File: config.mk
export PLATFORM = sky130hd
export DESIGN_NAME = count_enable_ctrl_flat
export DESIGN_NICKNAME = d
export VERILOG_FILES = /design/src/rtl/count_enable_ctrl_if.sv /design/src/rtl/count_enable_ctrl.sv /design/src/flat_wrapper.sv
export SDC_FILE = /design/constraint.sdc
export NUM_CORES = 1
export LEC_CHECK = 0
export CAP_MARGIN = 20
export CORE_MARGIN = 2
export CORE_UTILIZATION = 57
export CTS_BUF_LIST = sky130_fd_sc_hd__clkbuf_16
export DETAILED_ROUTE_END_ITERATION = 12
export PLACE_DENSITY = 0.79
export SETUP_SLACK_MARGIN = 0.02
export SYNTH_ARGS = -nofsm -noshare
export SYNTH_HDL_FRONTEND = slang
export SYNTH_SLANG_ARGS = --single-unit
export TNS_END_PERCENT = 20
File: constraint.sdc
create_clock -name clk -period 1.9 [get_ports clk]
set_input_delay 0.38 -clock clk [delete_from_list [all_inputs] [get_ports clk]]
set_output_delay 0.38 -clock clk [all_outputs]
set_load 0.02 [all_outputs]
File: src/rtl/count_enable_ctrl_if.sv
// count_enable_ctrl_if: raw buttons in (btn_start_stop, btn_clear); tick/clr pulses, run and state out
interface count_enable_ctrl_if;
  logic btn_start_stop;
  logic btn_clear;
  logic tick;
  logic clr;
  logic run;
  logic [1:0] state;
  modport master (output btn_start_stop, btn_clear, input tick, clr, run, state);
  modport slave (input btn_start_stop, btn_clear, output tick, clr, run, state);
endinterface

File: src/rtl/count_enable_ctrl.sv
// count_enable_ctrl: debounced start/stop + clear buttons driving IDLE/RUN/PAUSE FSM, prescaled tick and clr pulses; ports clk, reset, bus (slave)
module count_enable_ctrl #(
  parameter int PRESCALE = 100000,
  parameter int DEBOUNCE = 16
) (
  input logic clk,
  input logic reset,
  count_enable_ctrl_if.slave bus
);
  localparam int PW = PRESCALE > 1 ? $clog2(PRESCALE) : 1;
  localparam int DW = DEBOUNCE > 1 ? $clog2(DEBOUNCE) : 1;
  localparam logic [PW-1:0] PMAX = PW'(PRESCALE - 1);
  localparam logic [DW-1:0] DMAX = DW'(DEBOUNCE - 1);
  typedef enum logic [1:0] {IDLE = 2'b00, RUN = 2'b01, PAUSE = 2'b10, BAD = 2'b11} state_t;
  state_t state_q, state_d;
  logic [PW-1:0] pre_q, pre_d;
  logic [1:0] s1_q, s2_q, db_q, db_d, db_prev_q, press;
  logic [DW-1:0] cnt_q [2];
  logic [DW-1:0] cnt_d [2];
  logic tick_q, tick_d, clr_q, clr_d;
  always_comb begin
    for (int i = 0; i < 2; i++) begin
      cnt_d[i] = (s2_q[i] == db_q[i] || cnt_q[i] == DMAX) ? '0 : cnt_q[i] + 1'b1;
      db_d[i] = (s2_q[i] != db_q[i] && cnt_q[i] == DMAX) ? s2_q[i] : db_q[i];
    end
    press = db_q & ~db_prev_q;
    state_d = (state_q == BAD || press[1]) ? IDLE : press[0] ? (state_q == RUN ? PAUSE : RUN) : state_q;
    pre_d = (press[1] || state_q == IDLE || state_q == BAD) ? '0 :
            state_q == PAUSE ? pre_q : pre_q == PMAX ? '0 : pre_q + 1'b1;
    tick_d = state_q == RUN && pre_q == PMAX && !press[1];
    clr_d = press[1];
  end
  always_ff @(posedge clk) begin
    if (reset) begin
      s1_q <= '0;
      s2_q <= '0;
      db_q <= '0;
      db_prev_q <= '0;
      cnt_q <= '{default: '0};
      state_q <= IDLE;
      pre_q <= '0;
      tick_q <= 1'b0;
      clr_q <= 1'b0;
    end else begin
      s1_q <= {bus.btn_clear, bus.btn_start_stop};
      s2_q <= s1_q;
      db_q <= db_d;
      db_prev_q <= db_q;
      cnt_q <= cnt_d;
      state_q <= state_d;
      pre_q <= pre_d;
      tick_q <= tick_d;
      clr_q <= clr_d;
    end
  end
  assign bus.tick = tick_q;
  assign bus.clr = clr_q;
  assign bus.run = state_q == RUN;
  assign bus.state = state_q;
endmodule
File: src/flat_wrapper.sv
// flat-port wrapper written by rule: the top's interface ports become plain ports
module count_enable_ctrl_flat 
#(
  parameter int PRESCALE = 100000,
  parameter int DEBOUNCE = 16
)
  (clk, reset, bus_btn_start_stop, bus_btn_clear, bus_tick, bus_clr, bus_run, bus_state);
  count_enable_ctrl_if bus_i ();
  input logic clk;
  input logic reset;
  input wire logic [$bits(bus_i.btn_start_stop)-1:0] bus_btn_start_stop;
  input wire logic [$bits(bus_i.btn_clear)-1:0] bus_btn_clear;
  output wire logic [$bits(bus_i.tick)-1:0] bus_tick;
  output wire logic [$bits(bus_i.clr)-1:0] bus_clr;
  output wire logic [$bits(bus_i.run)-1:0] bus_run;
  output wire logic [$bits(bus_i.state)-1:0] bus_state;
  assign bus_i.btn_start_stop = bus_btn_start_stop;
  assign bus_i.btn_clear = bus_btn_clear;
  assign bus_tick = bus_i.tick;
  assign bus_clr = bus_i.clr;
  assign bus_run = bus_i.run;
  assign bus_state = bus_i.state;
  count_enable_ctrl #(.PRESCALE(PRESCALE), .DEBOUNCE(DEBOUNCE)) u_core (.clk(clk), .reset(reset), .bus(bus_i));
endmodule
### Yosys cells after proc, flatten, opt, wreduce, memory -nomap -nowiden

Cells that the tools add are included.

| storage, ports and cells | value |
|---|---|
| output and inout port bits | 5 |
| register bits after elaboration | 37 |
| word-level logic and storage cells | 43 |

| cells by class | value |
|---|---|
| bitwise gates (word level) | 2 |
| equality and inequality tests | 10 |
| reduce and logical (&&, ||, !) cells | 15 |
| add/sub/neg operators | 3 |
| mux-type cells | 2 |

Operator list:

| kind | number |
|---|---|
| adder 17 x 1 -> 17 bit, second input constant | 1 |
| equality test 17 bit, second input constant | 1 |
| two-way mux 17 bit | 1 |
| adder 4 x 1 -> 4 bit, second input constant | 2 |
| equality test 4 bit, second input constant | 2 |
| OR reduction 2 bit | 4 |
| logical OR 1 bit | 5 |
| equality test 2 bit, second input constant | 2 |
| logical AND 1 bit | 4 |
| AND 2 bit | 1 |
| equality test 1 bit | 2 |
| equality test 2 x 1 -> 1 bit, second input constant | 1 |
| logical NOT 2 bit | 1 |
| two-way mux 2 bit | 1 |
| inequality test 1 bit | 2 |
| NOT 2 bit | 1 |
| logical NOT 1 bit | 1 |

### Logic depth before layout (Yosys ltp)

Gate-level depths: netlist of run 1.

| logic depth | value |
|---|---|
| depth after elaboration | 5 |
| depth in mapped cells | 6 |
| gate-level depth less buffers | 4 |

### Worst setup path before layout of run 1

Ideal clock, no wire load.

| path | value |
|---|---|
| path type | register -> register |
| start | register u_core.state_q[0] (netlist: u_core.bus.state[0]) |
| end | register u_core.pre_q[16] |
| arrival | 1.499 ns |
| stages on the path, launching flop included | 7 |
| required time | 1.830 ns |
| buffers on the path | 2 |
| slack | 0.331 ns |
| clock period less this slack | 1.569 ns |
| cells stage by stage | dfxtp_1 -> nand2b_2 -> buf_2 -> a221oi_1 -> o21ai_2 -> buf_2 -> a21oi_1 |

| between the ends | value |
|---|---|
| word-level cells in the longest chain between the ends | 4 |

RTL lines:

| element | line | source |
|---|---|---|
| start, declared | count_enable_ctrl.sv:15 | `state_t state_q, state_d;` |
| start signal, assigned | count_enable_ctrl.sv:50 | `state_q <= state_d;` |
| logical NOT 2 bit | count_enable_ctrl.sv:28 | `pre_d = (press[1] \|\| state_q == IDLE \|\| state_q == BAD) ? '0 :` |
| logical OR 1 bit (2 in series) | count_enable_ctrl.sv:28 |  |
| OR reduction 2 bit (no line) | - |  |
| end signal, assigned | count_enable_ctrl.sv:51 | `pre_q <= pre_d;` |
| end, declared | count_enable_ctrl.sv:16 | `logic [PW-1:0] pre_q, pre_d;` |

Parallel ways exist; a longest one is shown, timed or not.
A chain may end at the register's enable or synchronous reset.

### Worst setup path after layout of run 1

| path | value |
|---|---|
| start | register u_core.pre_q[2] |
| end | register u_core.pre_q[16] |

| between the ends | value |
|---|---|
| word-level cells in the longest chain between the ends | 2 |

RTL lines:

| element | line | source |
|---|---|---|
| adder 17 x 1 -> 17 bit / equality test 17 bit (equally long branches) | count_enable_ctrl.sv:29 | `state_q == PAUSE ? pre_q : pre_q == PMAX ? '0 : pre_q + 1'b1;` |
| two-way mux 17 bit (*) | count_enable_ctrl.sv:29 |  |

Every way passes the cells marked *; elsewhere a longest branch is shown, timed or not.

==> metrics.txt, run 1 <==
status finished, final reports clean; #FFs+latches synth 37; Yosys Warn Count 0; Num Clock Sinks 37; post-DP HPWL 1850 um; initial antenna violation count 0; core footprint 2520 um^2; gr ovfl total 0; Hold Buf Count CTS 0; multi-input logic area 743 um^2; Tcrit/Tclk final 0.875; Worst setup SP type register; Iter 0 DRT Violations 17; RSZ-0062 raised after global routing false; fraction of layout cells with a size suffix above 1 0.0966; CTS clk-pin slew, worst paths 0.05 ns; Max-Cap Viols 0; first-pass GRT wire length 4640 um; die height 55.9 um; setup slack, reg-to-reg 0.24 ns; CTS Buf Count 5; worst hold path type register to register; Post-synth EDFFs 0; CP Data Required Time 2.11 ns; Worst-Skew Late Latency 0.28 ns; post-cts sizing count 1; Netlist cell types 38; most common cell after layout, fill and taps aside dfxtp_1; Final Worst Setup Slack 0.238 ns; width of the die 55.9 um; DRC 0; final hold slack 0.442 ns; Worst slew margin 0.785; placed inst area 1650 um^2; diodes inserted 0; TNS Setup 0 ns; Worst VDD drop 0.000876 V; Max Clock Skew 0.00278 ns; Vias/cell 5.56; CP Max Fanout 10; fillcell total 202; post-route cell area 1780 um^2; cell area after synthesis 1540 um^2; Final Util 0.706; f_max 602 MHz; Post-synth top flop dfxtp_1; Die ar. 3120 um^2; P per Cell Area 871 nW/um^2; pin count of the biggest net entering global routing 18; Slew @ Worst Pin 0.323 ns; Initial Util 0.609; Seq/Total Area, Yosys 0.482; vias in the first global route 1115; Post-Place Setup Slack 0.244 ns; most frequent cells in the layout dfxtp_1 (37), nor2_1 (23), xor2_1 (9), a21oi_1 (9); CTS max path bufs 2; I/O Pins 9; final worst path period need 1.66 ns; CTS tree yes; Crit Path Category register to register; Critical Path AT 1.87 ns; 1st-pass router iterations 4; Mean Syn Cell Area 9.48 um^2; setup bufs post-CTS 0; IO buf count 8; Site Rows 18; DR WL/cell 12.7 um; Critical Path Sink Type register; Synth Instances 162; storage element area 741 um^2; Fin. Hold Viols 0; CTS H-Tree Depth 2; leakage power 0.651 nW; total track usage 0.199; syn nets 169; nets@finish 183; post-route ant nets 0; final setup fails 0; final slew viol count 0; CTS root buf clkbuf_16; vias post-DR 1146; GPL Wtd Cong 0.762; Area Overhead vs Synth 16.1%; fraction of registers with async set/reset 0; routed wire length 2630 um
[critical path, cell delays in order, from the launching register on]
cell     delay [ns]
dfxtp_1        0.37
and2_1         0.29
nand3_2        0.25
or4_1          0.55
a21oi_1        0.15
[worst paths after layout]
check / from / endpoint / depth (start not counted)
hold / removal: u_core.s1_q[1] / u_core.s2_q[1] / 1
setup reg to reg: u_core.pre_q[2] / u_core.pre_q[16] / 4
setup / recovery: u_core.pre_q[2] / u_core.pre_q[16] / 4
hold reg to reg: u_core.s1_q[1] / u_core.s2_q[1] / 1
[per-layer routing]
metal  vias to the layer above  part of all wire  track usage
li1                        591                 -            -
met1                       541              0.45        0.211
met2                        12              0.50        0.332
met3                         2             0.037       0.0907
met4                         0            0.0091       0.0986
met5                         -                 0            0
[synthesized netlist by cell type, types with 2 or more instances]
cell,count,share of area
xor2_1,9,0.051
nor2_1,23,0.056
inv_1,5,0.012
nand3_1,7,0.023
mux2i_1,3,0.020
or3_1,7,0.029
o21ai_0,6,0.020
nor2b_1,7,0.029
or4_1,2,0.0098
and2_1,3,0.012
and3_1,2,0.0081
dfxtp_1,37,0.48
nand4_1,6,0.024
o31ai_1,2,0.0098
ha_1,3,0.024
xnor2_1,5,0.029
a21oi_1,9,0.029
nand2_1,4,0.0098
buf_2,2,0.0065
and4_1,2,0.011
[metrics by stage]
stage          cells  total power [mW]
2_1_floorplan    162             0.810
3_3_place_gp     199             0.819
3_5_place_dp     199             0.821
4_1_cts          206              1.57
5_1_grt          206              1.60
6_report         206              1.55
[final cells by class]
type	instances	area share
multi-input combinational	115	0.417
inverter	5	0.0105
clock inverter	2	0.00421
sequential	37	0.416
clock buffer	5	0.0702
tap	30	0.0211
timing repair buffer	12	0.0611
[logic make-up (layout without fill, tap and decap cells)]
| group | after synthesis | in the layout | share of synthesized area |
|---|---|---|---|
| compound gates | 20 | 20 | 0.0750 |
| xor+xnor | 14 | 14 | 0.0799 |
| fa+ha+maj | 3 | 3 | 0.0245 |
| buf+inv | 10 | 24 | 0.0334 |
| flops | 37 | 37 | 0.482 |
| mux | 4 | 4 | 0.0269 |
| simple gates | 74 | 74 | 0.278 |
[registers in the layout, summed over array words and instances (netlist names)]
signal and flops:
u_core.cnt_q 8, u_core.s1_q 2, u_core.db_prev_q 2, u_core.pre_q 17, u_core.bus.state 2, u_core.bus.clr 1
u_core.db_q 2, u_core.bus.tick 1, u_core.s2_q 2
[power breakdown]
part	switching, mW	total (mW)	leakage [nW]	internal (mW)
sequential	0.00245	0.785	0.299	0.782
combinational	0.00813	0.0198	0.284	0.0117
clock	0.279	0.747	0.0685	0.468
total	0.290	1.55	0.651	1.26
(Power assumes the default switching activity.)
==> inputs of run 2 (changes only) <==
Settings changed: CORE_MARGIN 2 to 1, SLEW_MARGIN set to 15.
==> metrics.txt, run 2 (synthesized netlist as in run 1, its figures left out) <==
Worst setup SP type register; most common cell after layout, fill and taps aside dfxtp_1; most frequent cells in the layout dfxtp_1 (37), nor2_1 (23), xor2_1 (9), a21oi_1 (9), inv_1 (8); pin count of the biggest net entering global routing 18; core footprint 2500 um^2; Hold Buf Count CTS 0; CTS root buf clkbuf_16; TNS Setup 0 ns; post-route ant nets 0; post-DP HPWL 1860 um; Critical R2R Launch u_core.bus.state[0]; gr ovfl total 0; diodes inserted 0; WP depth 1; routed wire length 2680 um; Cells on Worst Hold Path 1; die height 53.9 um; Site Rows 18; Crit Path Category register to output port; Tot Pwr 1.55 mW; max FFs per register 17; final slew viol count 0; fraction of layout cells with a size suffix above 1 0.101; Hold Crit Endpoint u_core.s2_q[1]; Worst R2R End u_core.pre_q[15]; total track usage 0.226; leakage power 0.667 nW; Critical Path AT 1.25 ns; CTS clk-pin slew, worst paths 0.05 ns; Critical Path Sink Type output port; final setup fails 0; first-pass GRT wire length 4510 um; Worst-Skew Late Latency 0.27 ns; CTS max path bufs 2; CP Cell Sequence clkdlybuf4s50_1; worst hold path type register to register; CTS Buf Count 5; status finished, final reports clean; CTS tree yes; GPL Wtd Cong 0.797; Worst slew margin 0.713; CTS H-Tree Depth 2; vias in the first global route 1121; final worst path period need 1.63 ns; initial antenna violation count 0; CP Buf/Inv Count 1; setup slack, reg-to-reg 0.28 ns; IO buf count 8; Num Clock Sinks 37; width of the die 53.9 um; DR WL/cell 12.9 um; Max-Cap Viols 0; RSZ-0062 raised after global routing false; P per Cell Area 861 nW/um^2; biggest regs u_core.pre_q (17), u_core.cnt_q (8); slowest CP cell clkdlybuf4s50_1; Vias/cell 5.62; DRC 0; Area Overhead vs Synth 17.3%; CP delay by family, top buffers and inverters; critical path's largest stage delay 0.62 ns; Initial Util 0.614; Iter 0 DRT Violations 30; nets@finish 184; Worst VDD drop 0.000876 V; Biggest register u_core.pre_q; 1st-pass router iterations 4; CP Data Required Time 1.52 ns; f_max 615 MHz; Final Worst Setup Slack 0.273 ns; CP Max Fanout 3; I/O Pins 9; vias post-DR 1169; Post-Place Setup Slack 0.165 ns; Tcrit/Tclk final 0.856; Max Clock Skew 0.00303 ns; r2r worst-path depth 5; final hold slack 0.443 ns; Slew @ Worst Pin 0.429 ns; Fin. Hold Viols 0; Die ar. 2900 um^2; crit path from u_core.bus.state[1]; hold path start u_core.s1_q[1]
run 2: cell count changes in the layout (fill, tap and decap cells not counted), sizes merged:
cell | previous run | this run
clkinv | 1 | 0
buf | 4 | 5
inv | 6 | 8
run 2: stage by stage:
step	utilization	cell area, um^2	cells
after floorplan	-	1540	162
after global placement	0.663	1660	200
after detailed placement	0.663	1660	200
after CTS	0.717	1790	208
after global routing	0.720	1800	208
final	0.720	1800	208
run 2: power breakdown:
part           internal, mW  switching, mW
clock network         0.470          0.276
registers             0.782        0.00238
logic                0.0116        0.00812
total                  1.26          0.287
run 2: worst max path at each step:
stage,to,slack [ns]
finish,bus_state[1],0.27
global route,u_core.pre_q[4],0.14
CTS,u_core.pre_q[1],0.23
detailed placement,u_core.pre_q[12],0.17
global placement,u_core.pre_q[16],0.23
floorplan,u_core.pre_q[16],0.33
run 2: area by class of cell:
cell class | count | area, um^2
clock buffers | 5 | 125
fillers | 190 | 699
clock inverters | 3 | 11.3
inverters | 5 | 18.8
flip-flops and latches | 37 | 741
multi-input cells | 115 | 751
well taps | 30 | 37.5
repair buffers | 13 | 116
run 2: repair_timing:
action / 4_1_cts / 5_1_grt
endpoints found under the setup margin: 1 / 5
resized for setup: 1 / 1
gates cloned: 0 / 0
buffers inserted: 0 / 0
endpoints found under the hold margin: 0 / 0
run 2: routing by layer:
layer | global-route usage | vias to the layer above | share of wire
met4 | 0.105 | 0 | 0.010
met2 | 0.358 | 17 | 0.49
li1 | - | 589 | -
met1 | 0.258 | 558 | 0.47
met3 | 0.102 | 5 | 0.035
met5 | 0 | - | 0
